$ cat src/rtl/dbg_pkg.sv
// dbg_pkg -- shared constants for the pipeline debug unit.
//   Host command bytes, the watchdog error byte, the o_state encoding,
//   the dump sub-phase type and the watchdog counter width.
package dbg_pkg;

  // Host command bytes received in IDLE
  localparam logic [7:0] CMD_PROG = 8'hFE;
  localparam logic [7:0] CMD_RUN  = 8'hF0;
  localparam logic [7:0] CMD_STEP = 8'hF1;
  localparam logic [7:0] CMD_DUMP = 8'hF2;

  // Byte sent ahead of the dump when a RUN times out
  localparam logic [7:0] ERR_BYTE = 8'hEE;

  // RUN timeout counter width (2^WD_W cycles)
  localparam int WD_W = 20;

  // State codes, visible on o_state
  localparam logic [7:0] ST_IDLE     = 8'h00;
  localparam logic [7:0] ST_PROG_SZ  = 8'h01;
  localparam logic [7:0] ST_LOAD     = 8'h02;
  localparam logic [7:0] ST_RUN      = 8'h03;
  localparam logic [7:0] ST_STEP     = 8'h04;
  localparam logic [7:0] ST_DUMP_PC  = 8'h05;
  localparam logic [7:0] ST_DUMP_REG = 8'h06;
  localparam logic [7:0] ST_DUMP_MEM = 8'h07;
  localparam logic [7:0] ST_DUMP_ERR = 8'h08;

  // Per-word dump sequence: present address, sample word, send bytes
  typedef enum logic [1:0] {
    PH_ADDR = 2'd0,
    PH_LOAD = 2'd1,
    PH_SEND = 2'd2
  } dump_phase_e;

  // States in which the unit consumes bytes from the RX FIFO
  function automatic logic rx_window(input logic [7:0] st);
    return (st == ST_IDLE) || (st == ST_PROG_SZ) || (st == ST_LOAD);
  endfunction

endpackage

$ cat src/rtl/dbg_word_serializer.sv
// dbg_word_serializer -- sends the low i_nbytes bytes of a word, LSB first,
// into a TX FIFO.
//   i_clk, i_reset     : clock, asynchronous active-low reset
//   i_start, i_word,
//   i_nbytes           : load a new word (accepted only while idle)
//   i_tx_full          : TX FIFO full; the current byte waits while high
//   o_wr_uart,o_tx_data: one-cycle write strobe and the byte being written
//   o_done             : high in the cycle the final byte is written
module dbg_word_serializer #(
  parameter int W = 32
) (
  input  logic         i_clk,
  input  logic         i_reset,
  input  logic         i_start,
  input  logic [W-1:0] i_word,
  input  logic [7:0]   i_nbytes,
  input  logic         i_tx_full,
  output logic         o_wr_uart,
  output logic [7:0]   o_tx_data,
  output logic         o_done
);

  logic [W-1:0] shift_q, shift_d;
  logic [7:0]   cnt_q, cnt_d;
  logic         busy_q, busy_d;
  logic         fire;

  // Shift out one byte per accepted write; load a new word when idle
  always_comb begin
    fire    = busy_q & ~i_tx_full;
    shift_d = shift_q;
    cnt_d   = cnt_q;
    busy_d  = busy_q;
    if (fire) begin
      shift_d = shift_q >> 32'd8;
      cnt_d   = cnt_q - 8'd1;
      busy_d  = (cnt_q != 8'd1);
    end else if (i_start && !busy_q) begin
      shift_d = i_word;
      cnt_d   = i_nbytes;
      busy_d  = (i_nbytes != 8'd0);
    end else begin
      busy_d  = busy_q;
    end
  end

  // Serializer state registers
  always_ff @(posedge i_clk or negedge i_reset) begin
    if (!i_reset) begin
      shift_q <= {W{1'b0}};
      cnt_q   <= 8'd0;
      busy_q  <= 1'b0;
    end else begin
      shift_q <= shift_d;
      cnt_q   <= cnt_d;
      busy_q  <= busy_d;
    end
  end

  // The strobe is qualified by the live full flag so a full FIFO is never written
  assign o_wr_uart = fire;
  assign o_tx_data = shift_q[7:0];
  assign o_done    = fire & (cnt_q == 8'd1);

endmodule

$ cat src/rtl/pipeline_debug_unit.sv
// pipeline_debug_unit -- UART-driven debug controller for a pipelined core.
//   Loads a program into instruction memory, runs or single-steps the core,
//   then dumps PC, register file and data memory back over the UART.
//   i_clk, i_reset              : clock, asynchronous active-low reset
//   i_rx_empty, i_rx_data,
//   o_rd_uart                   : RX FIFO (first-word-fall-through) pop side
//   i_tx_full, o_wr_uart,
//   o_tx_data                   : TX FIFO push side
//   i_register_data,
//   i_memory_data               : dump read data, valid one cycle after o_addr
//   i_pc, i_halt                : core PC and halt flag
//   o_instruction, o_mem_w      : instruction memory write data / strobe
//   o_enable                    : core clock enable
//   o_addr                      : load word index or dump read address
//   o_prog_sz, o_state          : program length in words, FSM state code
// Build option: define DBG_WATCHDOG_EN to abort a RUN after 2^WD_W cycles
// without halt, sending ERR_BYTE before the dump.
module pipeline_debug_unit
  import dbg_pkg::*;
#(
  parameter int INST_SZ = 32,
  parameter int DATA_SZ = 32,
  parameter int PC_SZ   = 32,
  parameter int NREGS   = 32,
  parameter int NMEM    = 32,
  parameter int ADDR_W  = 5
) (
  input  logic               i_clk,
  input  logic               i_reset,
  input  logic               i_rx_empty,
  input  logic [7:0]         i_rx_data,
  output logic               o_rd_uart,
  input  logic               i_tx_full,
  output logic               o_wr_uart,
  output logic [7:0]         o_tx_data,
  input  logic [DATA_SZ-1:0] i_register_data,
  input  logic [DATA_SZ-1:0] i_memory_data,
  input  logic [PC_SZ-1:0]   i_pc,
  input  logic               i_halt,
  output logic [INST_SZ-1:0] o_instruction,
  output logic               o_mem_w,
  output logic               o_enable,
  output logic [ADDR_W-1:0]  o_addr,
  output logic [7:0]         o_prog_sz,
  output logic [7:0]         o_state
);

  localparam int SER_W  = (PC_SZ > DATA_SZ) ? PC_SZ : DATA_SZ;
  localparam int INST_B = INST_SZ / 8;

  logic [7:0]         state_q, state_d;
  dump_phase_e        phase_q, phase_d;
  logic [INST_SZ-1:0] inst_q, inst_d;
  logic [7:0]         byte_cnt_q, byte_cnt_d;
  logic [7:0]         word_cnt_q, word_cnt_d;
  logic [7:0]         prog_sz_q, prog_sz_d;
  logic [ADDR_W-1:0]  addr_q, addr_d;
  logic               mem_w_q, mem_w_d;
  logic               accept_q, accept_d;

  logic               rd_s;
  logic               dump_last;
  logic               ser_start;
  logic [SER_W-1:0]   ser_word;
  logic [7:0]         ser_nbytes;
  logic               ser_done;
`ifdef DBG_WATCHDOG_EN
  logic [WD_W-1:0]    wd_q, wd_d;
`endif

  // accept_q is registered so the pop strobe is low throughout reset
  assign rd_s = accept_q & ~i_rx_empty;

  // Next-state and datapath control
  always_comb begin
    state_d    = state_q;
    phase_d    = phase_q;
    inst_d     = inst_q;
    byte_cnt_d = byte_cnt_q;
    word_cnt_d = word_cnt_q;
    prog_sz_d  = prog_sz_q;
    mem_w_d    = 1'b0;
    ser_start  = 1'b0;
    ser_word   = {SER_W{1'b0}};
    ser_nbytes = 8'd0;
    dump_last  = 1'b0;
`ifdef DBG_WATCHDOG_EN
    wd_d       = {WD_W{1'b0}};
`endif

    // The load word index advances the cycle after its write pulse
    if (mem_w_q) begin
      addr_d = addr_q + ADDR_W'(1'b1);
    end else begin
      addr_d = addr_q;
    end

    case (state_q)
      ST_IDLE: begin
        if (rd_s) begin
          case (i_rx_data)
            CMD_PROG: state_d = ST_PROG_SZ;
            CMD_RUN:  state_d = ST_RUN;
            CMD_STEP: state_d = ST_STEP;
            CMD_DUMP: begin
              state_d = ST_DUMP_PC;
              phase_d = PH_LOAD;
            end
            default:  state_d = ST_IDLE;
          endcase
        end else begin
          state_d = ST_IDLE;
        end
      end

      ST_PROG_SZ: begin
        if (rd_s) begin
          prog_sz_d  = i_rx_data;
          addr_d     = {ADDR_W{1'b0}};
          byte_cnt_d = 8'd0;
          word_cnt_d = 8'd0;
          state_d    = (i_rx_data == 8'd0) ? ST_IDLE : ST_LOAD;
        end else begin
          state_d = ST_PROG_SZ;
        end
      end

      ST_LOAD: begin
        if (rd_s) begin
          // Bytes enter at the top so the first one ends up in bits [7:0]
          inst_d = (inst_q >> 32'd8) | (INST_SZ'(i_rx_data) << (INST_SZ - 8));
          if (byte_cnt_q == 8'(INST_B - 1)) begin
            byte_cnt_d = 8'd0;
            mem_w_d    = 1'b1;
            word_cnt_d = word_cnt_q + 8'd1;
            state_d    = (word_cnt_q == prog_sz_q - 8'd1) ? ST_IDLE : ST_LOAD;
          end else begin
            byte_cnt_d = byte_cnt_q + 8'd1;
          end
        end else begin
          state_d = ST_LOAD;
        end
      end

      ST_RUN: begin
        if (i_halt) begin
          state_d = ST_DUMP_PC;
          phase_d = PH_LOAD;
`ifdef DBG_WATCHDOG_EN
        end else if (wd_q == {WD_W{1'b1}}) begin
          state_d = ST_DUMP_ERR;
          phase_d = PH_LOAD;
        end else begin
          wd_d = wd_q + WD_W'(1'b1);
        end
`else
        end else begin
          state_d = ST_RUN;
        end
`endif
      end

      ST_STEP: begin
        state_d = ST_DUMP_PC;
        phase_d = PH_LOAD;
      end

`ifdef DBG_WATCHDOG_EN
      ST_DUMP_ERR: begin
        ser_word   = SER_W'(ERR_BYTE);
        ser_nbytes = 8'd1;
        case (phase_q)
          PH_LOAD: begin
            ser_start = 1'b1;
            phase_d   = PH_SEND;
          end
          PH_SEND: begin
            if (ser_done) begin
              state_d = ST_DUMP_PC;
              phase_d = PH_LOAD;
            end else begin
              phase_d = PH_SEND;
            end
          end
          default: phase_d = PH_LOAD;
        endcase
      end
`endif

      ST_DUMP_PC: begin
        ser_word   = SER_W'(i_pc);
        ser_nbytes = 8'(PC_SZ / 8);
        case (phase_q)
          PH_LOAD: begin
            ser_start = 1'b1;
            phase_d   = PH_SEND;
          end
          PH_SEND: begin
            if (ser_done) begin
              state_d = ST_DUMP_REG;
              addr_d  = {ADDR_W{1'b0}};
              phase_d = PH_ADDR;
            end else begin
              phase_d = PH_SEND;
            end
          end
          default: phase_d = PH_LOAD;
        endcase
      end

      ST_DUMP_REG, ST_DUMP_MEM: begin
        if (state_q == ST_DUMP_REG) begin
          ser_word  = SER_W'(i_register_data);
          dump_last = (addr_q == ADDR_W'(NREGS - 1));
        end else begin
          ser_word  = SER_W'(i_memory_data);
          dump_last = (addr_q == ADDR_W'(NMEM - 1));
        end
        ser_nbytes = 8'(DATA_SZ / 8);
        // PH_ADDR gives the synchronous read port a cycle before sampling
        case (phase_q)
          PH_ADDR: phase_d = PH_LOAD;
          PH_LOAD: begin
            ser_start = 1'b1;
            phase_d   = PH_SEND;
          end
          PH_SEND: begin
            if (ser_done) begin
              phase_d = PH_ADDR;
              if (dump_last) begin
                addr_d  = {ADDR_W{1'b0}};
                state_d = (state_q == ST_DUMP_REG) ? ST_DUMP_MEM : ST_IDLE;
              end else begin
                addr_d = addr_q + ADDR_W'(1'b1);
              end
            end else begin
              phase_d = PH_SEND;
            end
          end
          default: phase_d = PH_ADDR;
        endcase
      end

      default: begin
        state_d = ST_IDLE;
        phase_d = PH_ADDR;
      end
    endcase

    accept_d = rx_window(state_d);
  end

  // Control and datapath registers
  always_ff @(posedge i_clk or negedge i_reset) begin
    if (!i_reset) begin
      state_q    <= ST_IDLE;
      phase_q    <= PH_ADDR;
      inst_q     <= {INST_SZ{1'b0}};
      byte_cnt_q <= 8'd0;
      word_cnt_q <= 8'd0;
      prog_sz_q  <= 8'd0;
      addr_q     <= {ADDR_W{1'b0}};
      mem_w_q    <= 1'b0;
      accept_q   <= 1'b0;
    end else begin
      state_q    <= state_d;
      phase_q    <= phase_d;
      inst_q     <= inst_d;
      byte_cnt_q <= byte_cnt_d;
      word_cnt_q <= word_cnt_d;
      prog_sz_q  <= prog_sz_d;
      addr_q     <= addr_d;
      mem_w_q    <= mem_w_d;
      accept_q   <= accept_d;
    end
  end

`ifdef DBG_WATCHDOG_EN
  // RUN timeout counter, cleared whenever the unit is outside RUN
  always_ff @(posedge i_clk or negedge i_reset) begin
    if (!i_reset) begin
      wd_q <= {WD_W{1'b0}};
    end else begin
      wd_q <= wd_d;
    end
  end
`endif

  dbg_word_serializer #(.W(SER_W)) u_ser (
    .i_clk     (i_clk),
    .i_reset   (i_reset),
    .i_start   (ser_start),
    .i_word    (ser_word),
    .i_nbytes  (ser_nbytes),
    .i_tx_full (i_tx_full),
    .o_wr_uart (o_wr_uart),
    .o_tx_data (o_tx_data),
    .o_done    (ser_done)
  );

  // Enable drops in the same cycle halt is seen; STEP lasts exactly one cycle
  assign o_enable      = ((state_q == ST_RUN) & ~i_halt) | (state_q == ST_STEP);
  assign o_rd_uart     = rd_s;
  assign o_instruction = inst_q;
  assign o_mem_w       = mem_w_q;
  assign o_addr        = addr_q;
  assign o_prog_sz     = prog_sz_q;
  assign o_state       = state_q;

endmodule

$ cat config.mk
export PLATFORM = sky130hd
export DESIGN_NAME = pipeline_debug_unit
export DESIGN_NICKNAME = d
export VERILOG_FILES = /design/src/rtl/dbg_pkg.sv /design/src/rtl/dbg_word_serializer.sv /design/src/rtl/pipeline_debug_unit.sv
export SDC_FILE = /design/constraint.sdc
export NUM_CORES = 1
export LEC_CHECK = 0
export CAP_MARGIN = 0
export CORE_MARGIN = 2
export CORE_UTILIZATION = 60
export CTS_BUF_LIST = sky130_fd_sc_hd__clkbuf_2 sky130_fd_sc_hd__clkbuf_4 sky130_fd_sc_hd__clkbuf_8
export DETAILED_ROUTE_END_ITERATION = 8
export DONT_BUFFER_PORTS = 1
export PLACE_DENSITY = 0.76
export SYNTH_ARGS = -nofsm -noshare
export SYNTH_HDL_FRONTEND = slang
export SYNTH_SLANG_ARGS = --single-unit
$ cat constraint.sdc
create_clock -name i_clk -period 4.9 [get_ports i_clk]
set_input_delay 1.47 -clock i_clk [delete_from_list [all_inputs] [get_ports i_clk]]
set_output_delay 1.47 -clock i_clk [all_outputs]
set_load 0.1 [all_outputs]
==> results.yml, run 1 <==
clocking:
  clock_latency_ns: 0.43
  post-cts-setup-buffer-count: 0
  cts_tree: "yes"
  cts-root-buf: "clkbuf_8"
  path_clk_slew_ns: 0.07
  cts_resized: 0
  cts_max_path_buffers: 2
  cts.sinks: 114
  numCtsBuffers: 17
  cts_hold_buf: 0
  htreeDepth: 4
logic_synthesis:
  synth-simple-area-share: 0.2292
  synth_top_family_by_area: "simple AND/OR/NAND/NOR gates"
  yosys.area.top_type: "dfrtp_1"
  synthDistinctLibCells: 59
  yosys_warnings: 0
  synthMuxAreaShare: 0.06402
  synthArstFlopShare: 1.000
  seq_area_frac_synth: 0.4547
  synth_area_um2: 6274
  ys_ff_latch: 114
  synth_flop_cell: "dfrtp_1"
  synthAdderAreaFrac: 0.01994
  synth_edf_count: 0
  yosysTopAreaCellShare: 0.4547
  synth_area_leaders: "dfrtp_1 (45%), nand2_1 (9.5%), mux2_2 (5.9%), o21ai_0 (4.0%), a22oi_1 (3.8%)"
  synthCells: 706
  synth-xor-area-share: 0.02513
  syn_area_per_cell_um2: 8.886
  synth_compound_area_frac: 0.1558
setup_path:
  critPathLaunchType: "register"
  r2r_slack_ns: 1.36
  worst_setup_path_end_kind: "output port"
  crit_type: "register to output port"
  required_ns: 3.43
  worstPathMaxFanout: 5
  crit_arrival_ns: 2.52
global_route:
  antenna_found_initial: 0
  grt_pass1_vias: 5049
  grt_overflow: 0
  grt_util_all_layers: 0.2773
  grt_pass1_wl_mm: 24.72
  grt_max_degree: 115
placement:
  routabilityCongestion: 0.9279
  port_buffers: 0
  dp.cells: 805
  placed_area_um2: 6300
  hpwl_mm: 10.63
timing:
  finalCriticalPeriod_ns: 3.988
  fmax_ghz: 0.2507
  finalSetupViolCount: 0
  fin_setup_tns_ns: 0
  whs_ns: 0.4879
  hold_viol_final: 0
  timing.final.max_slew_violations: 0
  rsz0062_at_grt: "false"
  relSlewSlack: 0.2668
  fin_crit_sh: 0.8139
  worst_slew_pin_slew_ns: 1.100
  final.setup_skew_ns: 0.007997
floorplanning:
  rows: 37
  die_area_um2: 11290
  start_util: 0.6132
  fp.coreArea_um2: 10230
  die_h_um: 106.3
  io-pin-count: 174
  die_w_um: 106.3
route:
  totalWireLength_mm: 15.14
  drt_iter0_drc: 468
  routedWlPerCell_um: 18.08
  drtAntennaViolNets: 0
  vias: 5222
  vias_per_cell: 6.239
  dr.pass1.iters: 5
  drc: 0
min_path:
  min-delay-path-class: "register to register"
final_layout:
  final_cell_mix: "nand2_1 (159), dfrtp_1 (112), o21ai_0 (50)"
  syn2layout_area_growth_pct: 7.080
  final_common_cell: "nand2_1"
  fin_area_um2: 6718
  drive_gt1_frac: 0.1327
  n_antenna_cell: 0
  layout.nets: 807
  final_cells: 837
outcome:
  outcome: "completed"
power:
  p_leak_nw: 2.915
  power_mw: 2.156
  peakVddDrop_uv: 223.9
  power_density_nw_per_um2: 321.0
flow_run:
  maxCapViolations: 0
power by group:
part           internal (mW)  switching [mW]  total, mW
combinational         0.0670           0.133      0.200
sequential             0.980          0.0603       1.04
clock                  0.506           0.409      0.916
state kept, by name, summed over array words and instances (netlist names):
| register | cells |
|---|---|
| byte_cnt_q | 8 |
| o_prog_sz | 8 |
| word_cnt_q | 8 |
| u_ser.busy_q | 1 |
| accept_q | 1 |
| o_mem_w | 1 |
| phase_q | 2 |
| u_ser.shift_q | 32 |
| u_ser.cnt_q | 8 |
| o_addr | 5 |
| o_instruction | 32 |
| o_state | 8 |
worst max-delay path, cell delays in order, from the launching register on:
cell	delay, ns
dfrtp_1	0.76
or4_1	0.82
nor3_4	0.20
buf_4	0.31
layer usage:
metal	global-route usage	up-vias	part of all wire
li1	-	2458	-
met1	0.3544	2489	0.40
met2	0.4396	239	0.49
met3	0.08645	36	0.092
met4	0.1118	0	0.022
met5	0	-	0
cell usage after synthesis, drive strengths merged (2+ instances only):
library cell,n
or4,4
mux2,33
buf,25
nand2,159
clkbuf,28
xor2,6
and3,8
nor4,7
xnor2,12
clkinv,2
a31oi,2
mux2i,3
a21oi,32
a32o,2
nand3,32
nand2b,4
a2111oi,2
o211ai,3
nor3,36
nand4,6
a22oi,32
o31ai,12
o22ai,2
and2,6
or3b,2
o41ai,2
ha,10
a22o,2
nor2b,3
inv,12
nor2,25
o21ai,53
dfrtp,114
o21a,4
or3,4
and4b,2
per-stage QoR:
stage               setup WS, ns  utilization
finish                    0.9119       0.6566
detailed placement         1.003       0.6158
CTS                       0.8991       0.6566
global route              0.8454       0.6566
global placement           1.021       0.6158
floorplan                 0.4906            -
final timing paths:
check / startpoint / end / cells past startpoint
max: o_state[6]$_DFF_PN0_ / o_enable / 3
min: u_ser.shift_q[12]$_DFFE_PN0P_ / u_ser.shift_q[4]$_DFFE_PN0P_ / 2
max reg2reg: o_state[6]$_DFF_PN0_ / u_ser.shift_q[1]$_DFFE_PN0P_ / 8
min reg2reg: u_ser.shift_q[12]$_DFFE_PN0P_ / u_ser.shift_q[4]$_DFFE_PN0P_ / 2
max in group asynchronous: i_reset / o_state[0]$_DFF_PN0_ / 0
min in group asynchronous: i_reset / o_instruction[22]$_DFFE_PN0P_ / 0
final cells by class:
cell class	instances	area, µm²
fillers	828	3513
multi-input cells	529	3132
flip-flops and latches	114	2855
clock buffers	17	234.0
clock inverters	15	183.9
well taps	136	170.2
repair buffers	12	90.09
inverters	14	52.55
kinds of logic (layout without fill, tap and decap cells):
group / count (synthesis) / after routing
and+or+nand+nor: 305 / 305
AOI/OAI and AO/OA: 155 / 155
DFF: 114 / 114
buffers and inverters: 67 / 58
muxes: 36 / 36
xor gates and xnor gates: 18 / 18
adders and majority gates: 10 / 10
other: 1 / 5
(Power assumes the default switching activity.)
==> inputs of run 2 (changes only) <==
PLACE_DENSITY = 0.79   (was 0.76)
clock period = 3.49 ns   (was 4.9 ns; I/O delays follow)
==> results.yml, run 2 (synthesized netlist as in run 1, its figures left out) <==
global_route:
  met1_usage: 0.3379
  top_usage_layer: "met2"
  grt_max_degree: 115
  grt_pass1_wl_mm: 25.06
  grt_util_all_layers: 0.2793
  antenna_found_initial: 0
  met2_usage: 0.4698
  grt_overflow: 0
  grtUsageMet3: 0.07480
  grt_pass1_vias: 5212
placement:
  port_buffers: 0
  placed_area_um2: 6455
  hpwl_mm: 11.03
  routabilityCongestion: 0.9082
setup_path:
  crit_type: "register to output port"
  regToRegEndpoint: "u_ser.cnt_q[7]$_DFFE_PN0P_"
  required_ns: 2.44
  r2r_cells: 6
  worstPathMaxFanout: 11
  critPathLaunchType: "register"
  worst_setup_path_end_kind: "output port"
  r2r_slack_ns: 0.74
  crit_arrival_ns: 2.11
  reg2reg_from: "o_state[0]$_DFF_PN0_"
timing:
  final.setup_skew_ns: 0.01525
  rsz0062_at_grt: "false"
  relSlewSlack: 0.2761
  finalSetupViolCount: 0
  whs_ns: 0.3007
  fin_setup_tns_ns: 0
  finalCriticalPeriod_ns: 3.154
  fin_crit_sh: 0.9036
  worst_slew_pin_slew_ns: 1.086
  hold_viol_final: 0
  fmax_ghz: 0.3171
  timing.final.max_slew_violations: 0
clocking:
  numCtsBuffers: 17
  cts_tree: "yes"
  cts_resized: 0
  cts-root-buf: "clkbuf_8"
  htreeDepth: 4
  cts_max_path_buffers: 2
  clock_latency_ns: 0.44
  cts_hold_buf: 0
  path_clk_slew_ns: 0.07
  cts.sinks: 114
  post-cts-setup-buffer-count: 0
final_layout:
  syn2layout_area_growth_pct: 10.19
  multiInputGateArea_um2: 3132
  drive_gt1_frac: 0.1556
  final_cell_mix: "nand2_1 (159), dfrtp_1 (112), o21ai_0 (50)"
  n_antenna_cell: 0
  fillers: 834
  layout.nets: 826
  seq_area_um2: 2855
  fin_area_um2: 6913
  final_common_cell: "nand2_1"
flow_run:
  maxCapViolations: 0
route:
  vias: 5336
  drc: 0
  totalWireLength_mm: 15.55
  vias_per_cell: 6.234
  drt_iter0_drc: 497
  routedWlPerCell_um: 18.16
  drtAntennaViolNets: 0
  dr.pass1.iters: 5
floorplanning:
  die_w_um: 106.3
  fp.coreArea_um2: 10230
  die_h_um: 106.3
  die_area_um2: 11290
  start_util: 0.6132
  io-pin-count: 174
  rows: 37
power:
  peakVddDrop_uv: 234.6
  p_leak_nw: 3.035
  power_density_nw_per_um2: 458.1
outcome:
  outcome: "completed"
min_path:
  min-delay-path-class: "primary input to asynchronous set/reset pin"
-- run 2: changes by cell type in the layout (fill, tap and decap cells not counted), sizes merged --
| cell | previous run | this run |
|---|---|---|
| buf | 12 | 31 |
| bufinv | 3 | 4 |
| clkbuf | 17 | 19 |
| clkinv | 8 | 2 |
| clkinvlp | 3 | 2 |
| inv | 15 | 19 |
-- run 2: layout make-up --
class	instances	share of cell area
clock buffer	19	0.03783
clock inverter	13	0.02842
inverter	14	0.007602
multi-input combinational	529	0.4530
sequential	114	0.4130
tap	136	0.02462
timing repair buffer	31	0.03548
-- run 2: worst max-delay path, cell delays in order (launching register included) --
cell and delay, ns:
dfrtp_2 0.65, nor2_1 0.44, mux2i_1 0.19, nor3_4 0.18, buf_12 0.20
-- run 2: how the worst max path moves through the flow --
stage          slack (ns)                  from  cells after the start             endpoint
4_1_cts              0.34  o_state[0]$_DFF_PN0_                      4             o_enable
5_1_grt              0.19  o_state[0]$_DFF_PN0_                      4             o_enable
2_1_floorplan        0.08  o_state[6]$_DFF_PN0_                      3             o_enable
3_5_place_dp         0.61             i_tx_full                      5  o_addr[0]$_DFF_PN0_
3_3_place_gp         0.67                i_halt                      4             o_enable
6_report             0.34  o_state[0]$_DFF_PN0_                      4             o_enable
-- run 2: power breakdown --
part           total, mW  switching, mW  internal, mW
clock               1.42          0.584         0.831
combinational      0.310          0.208         0.102
sequential          1.44         0.0659          1.38
total               3.17          0.858          2.31
-- run 2: per-layer routing --
layer / vias up / wire (µm)
met4: 0 / 382
met5: - / 0
met3: 41 / 1256
met2: 214 / 7778
met1: 2582 / 6131
li1: 2499 / -
-- run 2: through the flow --
step	std cells	util	setup WS, ns	power (mW)
floorplan	710	-	0.07710	1.705
global placement	824	0.6309	0.6748	1.761
detailed placement	824	0.6309	0.6057	1.774
CTS	856	0.6757	0.3351	3.190
global route	856	0.6757	0.1860	3.282
finish	856	0.6757	0.3363	3.167
==> inputs of run 3 (changes only) <==
PLACE_DENSITY = 0.76   (was 0.79)
clock period = 3.82 ns   (was 3.49 ns; I/O delays follow)
==> results.yml, run 3 (synthesized netlist as in run 1, its figures left out) <==
floorplanning:
  die_area_um2: 11290
  io-pin-count: 174
  start_util: 0.6132
  die_h_um: 106.3
  fp.coreArea_um2: 10230
  die_w_um: 106.3
  rows: 37
setup_path:
  r2r_cells: 5
  cp-endpoint: "o_enable"
  crit_chain: "nor2_1, mux2i_1, nor3_4, buf_4"
  slowest_stage: "dfrtp_2"
  critPathTopFamily: "flip-flops"
  crit_buf_inv: 1
  required_ns: 2.67
  cp.depth: 4
  reg2reg_from: "o_state[0]$_DFF_PN0_"
  worstPathMaxFanout: 9
  cpPeakStageDelay_ns: 0.64
  r2r_slack_ns: 0.80
  regToRegEndpoint: "u_ser.cnt_q[6]$_DFFE_PN0P_"
  critPathLaunchType: "register"
  crit_arrival_ns: 2.15
  crit_type: "register to output port"
  worst_setup_path_end_kind: "output port"
  crit_start: "o_state[0]$_DFF_PN0_"
final_layout:
  syn2layout_area_growth_pct: 8.975
  multiInputGateArea_um2: 3132
  seq_area_um2: 2855
  n_antenna_cell: 0
  fillers: 810
  layout.nets: 821
  drive_gt1_frac: 0.1497
  final_cell_mix: "nand2_1 (159), dfrtp_1 (112), o21ai_0 (50)"
  final_common_cell: "nand2_1"
outcome:
  outcome: "completed"
clocking:
  cts.sinks: 114
  htreeDepth: 4
  cts_max_path_buffers: 2
  numCtsBuffers: 17
  cts_resized: 0
  cts_hold_buf: 0
  cts-root-buf: "clkbuf_8"
  clock_latency_ns: 0.43
  post-cts-setup-buffer-count: 0
  path_clk_slew_ns: 0.07
  cts_tree: "yes"
timing:
  timing.final.max_slew_violations: 0
  hold_viol_final: 0
  setup_slack_ns: 0.5263
  final.setup_skew_ns: 0.01616
  finalCriticalPeriod_ns: 3.294
  fin_setup_tns_ns: 0
  relSlewSlack: 0.2448
  rsz0062_at_grt: "false"
  fin_crit_sh: 0.8622
  worst_slew_pin_slew_ns: 1.133
  finalSetupViolCount: 0
  fmax_ghz: 0.3036
route:
  drtAntennaViolNets: 0
  routedWlPerCell_um: 17.86
  drc: 0
  drt_iter0_drc: 440
  dr.pass1.iters: 6
  totalWireLength_mm: 15.20
  vias_per_cell: 6.154
  vias: 5237
placement:
  routabilityCongestion: 0.9179
  port_buffers: 0
  hpwl_mm: 11.00
  pre_cts_slack_ns: 0.7515
global_route:
  grt_max_degree: 115
  grt_pass1_wl_mm: 24.87
  top_usage_layer: "met2"
  met1_usage: 0.3401
  grtUsageMet3: 0.07603
  grt_pass1_vias: 5257
  antenna_found_initial: 0
  grt_util_all_layers: 0.2785
  met2_usage: 0.4698
  grt_overflow: 0
flow_run:
  maxCapViolations: 0
min_path:
  min-delay-path-class: "primary input to asynchronous set/reset pin"
power:
  power_density_nw_per_um2: 411.6
  peakVddDrop_uv: 229.7
  p_leak_nw: 2.994
[run 3: worst min-delay path by stage]
stage                                         end                          start
floorplan              u_ser.cnt_q[7]$_DFFE_PN0P_     u_ser.cnt_q[7]$_DFFE_PN0P_
global placement       u_ser.cnt_q[7]$_DFFE_PN0P_     u_ser.cnt_q[7]$_DFFE_PN0P_
detailed placement  u_ser.shift_q[19]$_DFFE_PN0P_  u_ser.shift_q[27]$_DFFE_PN0P_
CTS                 o_instruction[23]$_DFFE_PN0P_                        i_reset
global route        o_instruction[23]$_DFFE_PN0P_                        i_reset
finish                   o_prog_sz[1]$_DFFE_PN0P_                        i_reset
[run 3: per-layer routing]
metal / part of all wire / wire (µm)
met3: 0.082 / 1240
met4: 0.019 / 285
met2: 0.50 / 7649
met5: 0 / 0
met1: 0.40 / 6026
[run 3: where the power goes]
part | switching (mW) | internal [mW] | total, mW
sequential | 0.0605 | 1.26 | 1.32
clock | 0.544 | 0.665 | 1.21
combinational | 0.193 | 0.0933 | 0.287
[run 3: cell type report]
cell class              count  area share
multi-input cells         529      0.4581
flip-flops and latches    114      0.4176
clock buffers              17     0.03422
clock inverters            15     0.02892
repair buffers             26     0.02855
well taps                 136     0.02489
inverters                  14    0.007687
[run 3: through the flow]
| step | std cells | utilization | instance area [µm²] | power [mW] | hold slack (ns) |
|---|---|---|---|---|---|
| 2_1_floorplan | 710 | - | 6300 | 1.557 | 0.4446 |
| 4_1_cts | 851 | 0.6682 | 6837 | 2.833 | 0.3855 |
| 6_report | 851 | 0.6682 | 6837 | 2.814 | 0.4132 |
| 3_3_place_gp | 819 | 0.6260 | 6405 | 1.608 | 0.4652 |
| 5_1_grt | 851 | 0.6682 | 6837 | 2.932 | 0.3692 |
| 3_5_place_dp | 819 | 0.6260 | 6405 | 1.622 | 0.4792 |
